<file path="src/rtl/dit4_combine_round.sv">
// Radix-4 DIT butterfly combine stage: sum/difference legs,
// round Q.SHIFT back to integer scale, saturate, tag group.
module dit4_combine_round #(
  parameter int DATA_WIDTH = 21,
  parameter int TWID_WIDTH = 16,
  parameter int SHIFT      = 15,
  parameter int OUT_WIDTH  = 23,
  parameter int GROUPS     = 4,
  localparam int PW = DATA_WIDTH + TWID_WIDTH + 1,
  localparam int GW = (GROUPS > 1) ? $clog2(GROUPS) : 1
) (
  input  logic                        clk,
  input  logic                        rst_n,
  input  logic                        in_valid,
  input  logic signed [PW-1:0]        a0_r,
  input  logic signed [PW-1:0]        a1_r,
  input  logic signed [PW-1:0]        a2_r,
  input  logic signed [PW-1:0]        a3_r,
  input  logic signed [PW-1:0]        a0_i,
  input  logic signed [PW-1:0]        a1_i,
  input  logic signed [PW-1:0]        a2_i,
  input  logic signed [PW-1:0]        a3_i,
  input  logic                        sat_clr,
  output logic                        out_valid,
  output logic signed [OUT_WIDTH-1:0] y0_r,
  output logic signed [OUT_WIDTH-1:0] y1_r,
  output logic signed [OUT_WIDTH-1:0] y2_r,
  output logic signed [OUT_WIDTH-1:0] y3_r,
  output logic signed [OUT_WIDTH-1:0] y0_i,
  output logic signed [OUT_WIDTH-1:0] y1_i,
  output logic signed [OUT_WIDTH-1:0] y2_i,
  output logic signed [OUT_WIDTH-1:0] y3_i,
  output logic [GW-1:0]               grp_idx,
  output logic                        grp_last,
  output logic                        sat_flag
);

  localparam int TW = PW + 1;
  localparam int VW = PW + 2;
  localparam int SW = PW + 3;
  localparam int RW = SW - SHIFT;

  localparam logic signed [SW-1:0] HALF =
    SW'(2 ** (SHIFT - 1));
  localparam logic signed [RW-1:0] MAXV =
    RW'(2 ** (OUT_WIDTH - 1) - 1);
  localparam logic signed [RW-1:0] MINV =
    RW'(-(2 ** (OUT_WIDTH - 1)));
  localparam logic [GW-1:0] LAST = GW'(GROUPS - 1);

  // {clip, value}: round half toward +inf, then clamp
  function automatic logic [OUT_WIDTH:0] rnd_sat(
    input logic signed [VW-1:0] v
  );
    logic signed [SW-1:0] s;
    logic signed [RW-1:0] r;
    s = SW'(v) + HALF;
    r = RW'(s >>> SHIFT);
    if (r > MAXV)
      return {1'b1, MAXV[OUT_WIDTH-1:0]};
    else if (r < MINV)
      return {1'b1, MINV[OUT_WIDTH-1:0]};
    else
      return {1'b0, r[OUT_WIDTH-1:0]};
  endfunction

  logic signed [PW-1:0] ar [4];
  logic signed [PW-1:0] ai [4];

  assign ar[0] = a0_r;
  assign ar[1] = a1_r;
  assign ar[2] = a2_r;
  assign ar[3] = a3_r;
  assign ai[0] = a0_i;
  assign ai[1] = a1_i;
  assign ai[2] = a2_i;
  assign ai[3] = a3_i;

  logic signed [TW-1:0] t_r_d [4];
  logic signed [TW-1:0] t_i_d [4];
  logic signed [TW-1:0] t_r_q [4];
  logic signed [TW-1:0] t_i_q [4];
  logic                 v1_q;

  // S1: radix-2 pairs (a0,a2) and (a1,a3)
  always_comb begin
    t_r_d[0] = TW'(ar[0]) + TW'(ar[2]);
    t_i_d[0] = TW'(ai[0]) + TW'(ai[2]);
    t_r_d[1] = TW'(ar[0]) - TW'(ar[2]);
    t_i_d[1] = TW'(ai[0]) - TW'(ai[2]);
    t_r_d[2] = TW'(ar[1]) + TW'(ar[3]);
    t_i_d[2] = TW'(ai[1]) + TW'(ai[3]);
    t_r_d[3] = TW'(ar[1]) - TW'(ar[3]);
    t_i_d[3] = TW'(ai[1]) - TW'(ai[3]);
  end

  // S1 register: data loads every cycle, valid follows
  always_ff @(posedge clk or negedge rst_n) begin
    if (!rst_n) begin
      v1_q  <= 1'b0;
      t_r_q <= '{default: '0};
      t_i_q <= '{default: '0};
    end else begin
      v1_q  <= in_valid;
      t_r_q <= t_r_d;
      t_i_q <= t_i_d;
    end
  end

  logic signed [VW-1:0] v_r_d [4];
  logic signed [VW-1:0] v_i_d [4];
  logic signed [VW-1:0] v_r_q [4];
  logic signed [VW-1:0] v_i_q [4];
  logic                 v2_q;

  // S2: second radix-2 layer, -j / +j rotation on t3
  always_comb begin
    v_r_d[0] = VW'(t_r_q[0]) + VW'(t_r_q[2]);
    v_i_d[0] = VW'(t_i_q[0]) + VW'(t_i_q[2]);
    v_r_d[2] = VW'(t_r_q[0]) - VW'(t_r_q[2]);
    v_i_d[2] = VW'(t_i_q[0]) - VW'(t_i_q[2]);
    v_r_d[1] = VW'(t_r_q[1]) + VW'(t_i_q[3]);
    v_i_d[1] = VW'(t_i_q[1]) - VW'(t_r_q[3]);
    v_r_d[3] = VW'(t_r_q[1]) - VW'(t_i_q[3]);
    v_i_d[3] = VW'(t_i_q[1]) + VW'(t_r_q[3]);
  end

  // S2 register
  always_ff @(posedge clk or negedge rst_n) begin
    if (!rst_n) begin
      v2_q  <= 1'b0;
      v_r_q <= '{default: '0};
      v_i_q <= '{default: '0};
    end else begin
      v2_q  <= v1_q;
      v_r_q <= v_r_d;
      v_i_q <= v_i_d;
    end
  end

  logic signed [OUT_WIDTH-1:0] y_r_d [4];
  logic signed [OUT_WIDTH-1:0] y_i_d [4];
  logic signed [OUT_WIDTH-1:0] y_r_q [4];
  logic signed [OUT_WIDTH-1:0] y_i_q [4];
  logic                        clip_any;
  logic                        ov_q;
  logic                        sat_d;
  logic                        sat_q;

  // S3: round/saturate all eight components, collect clips
  always_comb begin
    logic [OUT_WIDTH:0] pr;
    logic [OUT_WIDTH:0] pi;
    clip_any = 1'b0;
    for (int k = 0; k < 4; k++) begin
      pr = rnd_sat(v_r_q[k]);
      pi = rnd_sat(v_i_q[k]);
      y_r_d[k] = pr[OUT_WIDTH-1:0];
      y_i_d[k] = pi[OUT_WIDTH-1:0];
      clip_any = clip_any | pr[OUT_WIDTH] | pi[OUT_WIDTH];
    end
  end

  // Sticky saturation: a clip on the same edge beats clear
  always_comb begin
    sat_d = sat_q;
    if (sat_clr)
      sat_d = 1'b0;
    if (v2_q && clip_any)
      sat_d = 1'b1;
  end

  // S3 register: outputs load only on valid, else hold
  always_ff @(posedge clk or negedge rst_n) begin
    if (!rst_n) begin
      ov_q  <= 1'b0;
      sat_q <= 1'b0;
      y_r_q <= '{default: '0};
      y_i_q <= '{default: '0};
    end else begin
      ov_q  <= v2_q;
      sat_q <= sat_d;
      if (v2_q) begin
        y_r_q <= y_r_d;
        y_i_q <= y_i_d;
      end
    end
  end

  logic [GW-1:0] cnt_d;
  logic [GW-1:0] cnt_q;

  // Group counter advances past each presented beat
  always_comb begin
    cnt_d = cnt_q;
    if (ov_q)
      cnt_d = (cnt_q == LAST) ? '0 : cnt_q + GW'(1);
  end

  // Group counter register
  always_ff @(posedge clk or negedge rst_n) begin
    if (!rst_n)
      cnt_q <= '0;
    else
      cnt_q <= cnt_d;
  end

  assign out_valid = ov_q;
  assign grp_idx   = cnt_q;
  assign grp_last  = ov_q && (cnt_q == LAST);
  assign sat_flag  = sat_q;

  assign y0_r = y_r_q[0];
  assign y1_r = y_r_q[1];
  assign y2_r = y_r_q[2];
  assign y3_r = y_r_q[3];
  assign y0_i = y_i_q[0];
  assign y1_i = y_i_q[1];
  assign y2_i = y_i_q[2];
  assign y3_i = y_i_q[3];

endmodule

</file>
<file path="config.mk">
export PLATFORM = sky130hd
export DESIGN_NAME = dit4_combine_round
export DESIGN_NICKNAME = d
export VERILOG_FILES = /design/src/rtl/dit4_combine_round.sv
export SDC_FILE = /design/constraint.sdc
export NUM_CORES = 2
export LEC_CHECK = 0
export BUFFER_PORTS_ARGS = -buffer_cell sky130_fd_sc_hd__buf_2
export CAP_MARGIN = 10
export CELL_PAD_IN_SITES_DETAIL_PLACEMENT = 1
export CELL_PAD_IN_SITES_GLOBAL_PLACEMENT = 2
export CORE_MARGIN = 5
export CORE_UTILIZATION = 40
export DETAILED_ROUTE_END_ITERATION = 8
export PLACE_DENSITY_LB_ADDON = 0.08
export SYNTH_ARGS = -nofsm -noshare
export SYNTH_HDL_FRONTEND = slang
export SYNTH_SLANG_ARGS = --single-unit
</file>
<file path="constraint.sdc">
create_clock -name clk -period 5.5 [get_ports clk]
set_input_delay 1.1 -clock clk [delete_from_list [all_inputs] [get_ports clk]]
set_output_delay 1.1 -clock clk [all_outputs]
set_load 0.02 [all_outputs]
</file>
; Word-level counts from Yosys, hierarchy flattened
; Cells that the tools add are included.
[word_totals]
register_bits = 822
latch_bits = 0
mem_bits_rw = 0
mem_bits_ro = 0
output_inout_bits = 189
elab_cells = 100
mem_count = 0
[classes]
add_sub_neg = 25
mul = 0
div_mod_pow = 0
n_lt_le_gt_ge = 16
eq_ne = 1
shift = 0
muxes = 19
n_bitwise = 7
n_reduce_logical = 3
[ops]
columns = cell, n
row1 = 2-to-1 mux 24 bit, 16
row2 = "adder 40 x 16 -> 41 bit, second input constant", 8
row3 = "> comparator 26 x 23 -> 1 bit, second input constant", 8
row4 = "< comparator 26 x 23 -> 1 bit, second input constant", 8
row5 = adder 39 x 39 -> 40 bit, 4
row6 = subtractor 39 x 39 -> 40 bit, 4
row7 = adder 38 x 38 -> 39 bit, 4
row8 = subtractor 38 x 38 -> 39 bit, 4
row9 = OR 1 bit, 7
row10 = "adder 2 x 1 -> 2 bit, second input constant", 1
row11 = "== test 2 bit, second input constant", 1
row12 = logical AND 1 bit, 2
row13 = 2-to-1 mux 1 bit, 2
row14 = 2-to-1 mux 2 bit, 1
row15 = nonzero test 2 bit, 1

; Longest topological paths before layout
[logic_depth]
ltp_word = 13
depth_mapped = 14

; Worst setup path after synthesis
; No wires, ideal clock.
[synth_path]
kind = input port to flip-flop
start = input a0_i[0]
end = register t_i_q[114] (netlist bit)
arrival_time_ns = 3.790
slack_ns = 1.631
path_stages = 14
n_path_buf = 0
cell_sequence = inv_1 > ha_1 > fa_1 > nand2b_1 > a21oi_1 > o21ai_1 > a21oi_1 > o31ai_1 > o31ai_1 > a21oi_1 > nor3_2 > a211oi_1 > o21ai_0 > xor2_1
[synth_rtl]
columns = item, line
row1 = start: declaration, 19  ; input logic signed [PW-1:0] a0_i,
row2 = end signal: assignment, 106  ; t_i_q <= t_i_d;
row3 = end: declaration, 82  ; logic signed [TW-1:0] t_i_q [4];

==> out/qor.csv <==
stage,metric,value,unit
run_status,status,"complete, no violations",
critical_path,"Max stage delay cell, worst path",a2111oi_0,
finish,final cell count without fillers,8067,
critical_path,largest incremental delay on the critical path,600,ps
synthesis,cell count after synthesis,5931,
floorplanning,Die X-Extent,369,µm
power_and_ir_drop,Max rail drop VDD,233,µV
global_route,antenna violations before repair,43,
route,number of nets with antenna violations after routing,0,
clock_network,Post-CTS Resized,0,
clock_network,clock sinks,706,
global_route,total gr overflow,0,
synthesis,compound-gate portion of the synthesized area,19.5,%
clock_network,buffer levels on the longest clock path,3,
synthesis,Yosys warning total,0,
sta,number of hold-slack violations in the final timing report,0,
global_route,global-route wire length before repair,268000,µm
clock_network,CTS H-Tree Depth,3,
synthesis,netlist area before placement,0.0515,mm²
synthesis,xor and xnor fraction of the mapped netlist area,10.4,%
floorplanning,die outline area,0.136,mm²
route,WL final,176000,µm
sta,highest clock rate,238,MHz
sta,unrepaired setup endpoints after global routing,false,
critical_path,required time worst endpoint,6040,ps
job,count of max-cap constraint violations,0,
finish,proportion of layout cells with a drive suffix above 1,12.1,%
finish,area growth from synthesis to layout,14.1,%
synthesis,distinct cell type count after synthesis,106,
synthesis,Main synth FF type,dfrtp_1,
placement,Cells after DPL,7895,
placement,RePlAce Congestion,0.889,
finish,"commonest non-fill, non-tap cell in the layout",a21oi_1,
synthesis,"EDFF count, synth",0,
floorplanning,Top Ports,497,
power_and_ir_drop,leakage component of the power,27.1,nW
clock_network,clock tree from TritonCTS,done,
sta,min Tclk post-route,4210,ps
synthesis,fraction of registers with async set or reset after synthesis,100,%
sta,Final TNS setup,0,ps
critical_path,startpoint types,input port,
clock_network,Clock Tree Root,clkbuf_16,
power_and_ir_drop,Power Density,471,mW/mm²
sta,Final Slew Violations,0,
critical_path,buffering stage count on the worst path with inverters included,3,
global_route,number of global-route vias before repair,44800,
clock_network,Worst-Skew Late Latency,690,ps
placement,HPWL reported at the end of detailed placement,145000,µm
route,Pre-antenna DRT Iters,5,
synthesis,share of cell area taken by muxes after synthesis,0.170,%
synthesis,simple-gate portion of the synthesized area,14.1,%
clock_network,hold buffer count at CTS,0,
sta,period utilization,76.5,%
synthesis,combinational family with the most area after synthesis,compound AO/OA/AOI/OAI gates,
critical_path,Critical Path Fanout Max,8,
floorplanning,Core Region,0.128,mm²
sta,worst max-slew margin expressed relative to the limit,37.1,%
global_route,pin count of the biggest net entering global routing,152,
route,routed wirelength normalized by instance count,21.8,µm
clock_network,"CTS clk-pin slew, worst paths",60,ps
sta,final setup fails,0,
placement,port bufs,496,
route,vias per inst,5.37,
floorplanning,height of the chip,369,µm
route,total number of vias,43300,
sta,skew final,54.8,ps
critical_path,worst path arrival time,4750,ps
critical_path,cell-by-cell trace of the critical path,"buf_2, inv_1, ha_1, o21a_1, o31a_1, o21ai_1, a2111oi_0, buf_4, o2111ai_1, a21boi_0, o22ai_1, o21ai_0, a21o_1, a21oi_1, xnor2_1",
clock_network,Post CTS Setup Buffer Count,0,
finish,nets@finish,7254,
synthesis,Synth Net Count,6864,
synthesis,mean instance size in the synthesized netlist,8.69,µm²
global_route,GR Util All Layers,25.3,%
sta,Least-Margin Pin Slew,941,ps
floorplanning,initial core utilization,40.3,%
placement,DP Worst Slack,745,ps
synthesis,adder and majority gate portion of the synthesized area,15.3,%
sta,worst setup margin,1290,ps
finish,"commonest cells after routing, fill and taps aside","a21oi_1 (736), dfrtp_1 (705), nor2_1 (655)",
critical_path,cell class contributing the biggest share of worst-path delay,compound AO/OA/AOI/OAI gates,
clock_network,clock buffers created by TritonCTS,86,
synthesis,#FFs+latches synth,706,
worst_hold_path,min-delay worst type,flop to flop,
route,final routed DRC violation total,0,
floorplanning,Rows,131,
route,1st-iter DRT viols,2098,
critical_path,capturing element type of the critical path,flop,
synthesis,sequential fraction of the synthesis area,34.3,%
critical_path,Setup CP Type,input port to flop,
==> worst paths after layout <==
check | from | end | slack (ps) | cells past startpoint
max | a3_r[2] | t_r_q[35] | 1290 | 15
max reg2reg | t_r_q[7] | v_i_q[38] | 1590 | 13
min reg2reg | v1_q | v2_q | 350 | 0
min | v1_q | v2_q | 350 | 0
max in group asynchronous | rst_n | v_r_q[56] | 3780 | 2
min in group asynchronous | rst_n | y0_r[17] | 460 | 1
==> metrics by stage <==
stage          hold WS, ps  instance area (µm²)  util [%]  power (W)
3_5_place_dp           344                55600      43.5     0.0216
4_1_cts                356                58700      45.9     0.0279
3_3_place_gp           340                55600      43.5     0.0214
5_1_grt                368                58800      46.0     0.0296
6_report               353                58800      46.0     0.0277
2_1_floorplan          331                51500         -     0.0169
==> sequential cells by signal, summed over array words and instances, names as in the netlist, 104 cells and up <==
| name | flops |
|---|---|
| t_i_q | 154 |
| t_r_q | 154 |
| v_i_q | 104 |
| v_r_q | 104 |
==> logic make-up (layout without fill, tap and decap cells) <==
kind of cell | Yosys count | count (layout)
adders and majority gates | 625 | 625
other | 0 | 16
xor gates and xnor gates | 613 | 613
AOI/OAI and AO/OA | 1616 | 1616
DFF | 706 | 706
and+or+nand+nor | 1526 | 1526
muxes | 8 | 8
buffers and inverters | 837 | 1295
==> final cells by class <==
type / count / area, µm²
Fill cell: 15100 / 69100
Multi-Input combinational cell: 4388 / 30700
Sequential cell: 706 / 17700
Timing Repair Buffer: 537 / 2930
Clock buffer: 124 / 2530
Inverter: 602 / 2260
Tap cell: 1662 / 2080
Clock inverter: 32 / 567
Antenna cell: 16 / 40.0
==> metal layers <==
layer / vias up / track usage [%] / wire (µm)
met5: - / 0 / 185
met4: 26 / 7.73 / 5200
met1: 21100 / 33.9 / 80000
met2: 856 / 40.8 / 79700
li1: 21100 / - / -
met3: 230 / 5.59 / 10700
==> synthesized netlist by cell type, types with 58 or more instances <==
cell      instances  area [µm²]
o21a_1           68         510
nor3_1          107         536
nand2b_1         67         419
nor2_1          655        2460
nand3_1         135         676
and3_1           58         363
nand2_1         216         811
inv_1           596        2240
o21ai_0         192         961
nor2b_1          59         369
clkbuf_1        206         773
ha_1            617        7720
xnor2_1         459        4020
a21o_1           86         646
dfrtp_1         706       17700
a21oi_1         737        3690
xor2_1          154        1350
o21bai_1        113         848
==> power breakdown <==
part	internal [W]	switching, W	total [W]
Clock	0.00374	0.00243	0.00617
Combinational	0.00479	0.00782	0.0126
Sequential	0.00710	0.00179	0.00890
Note: power is estimated with default switching activity, not from simulation.
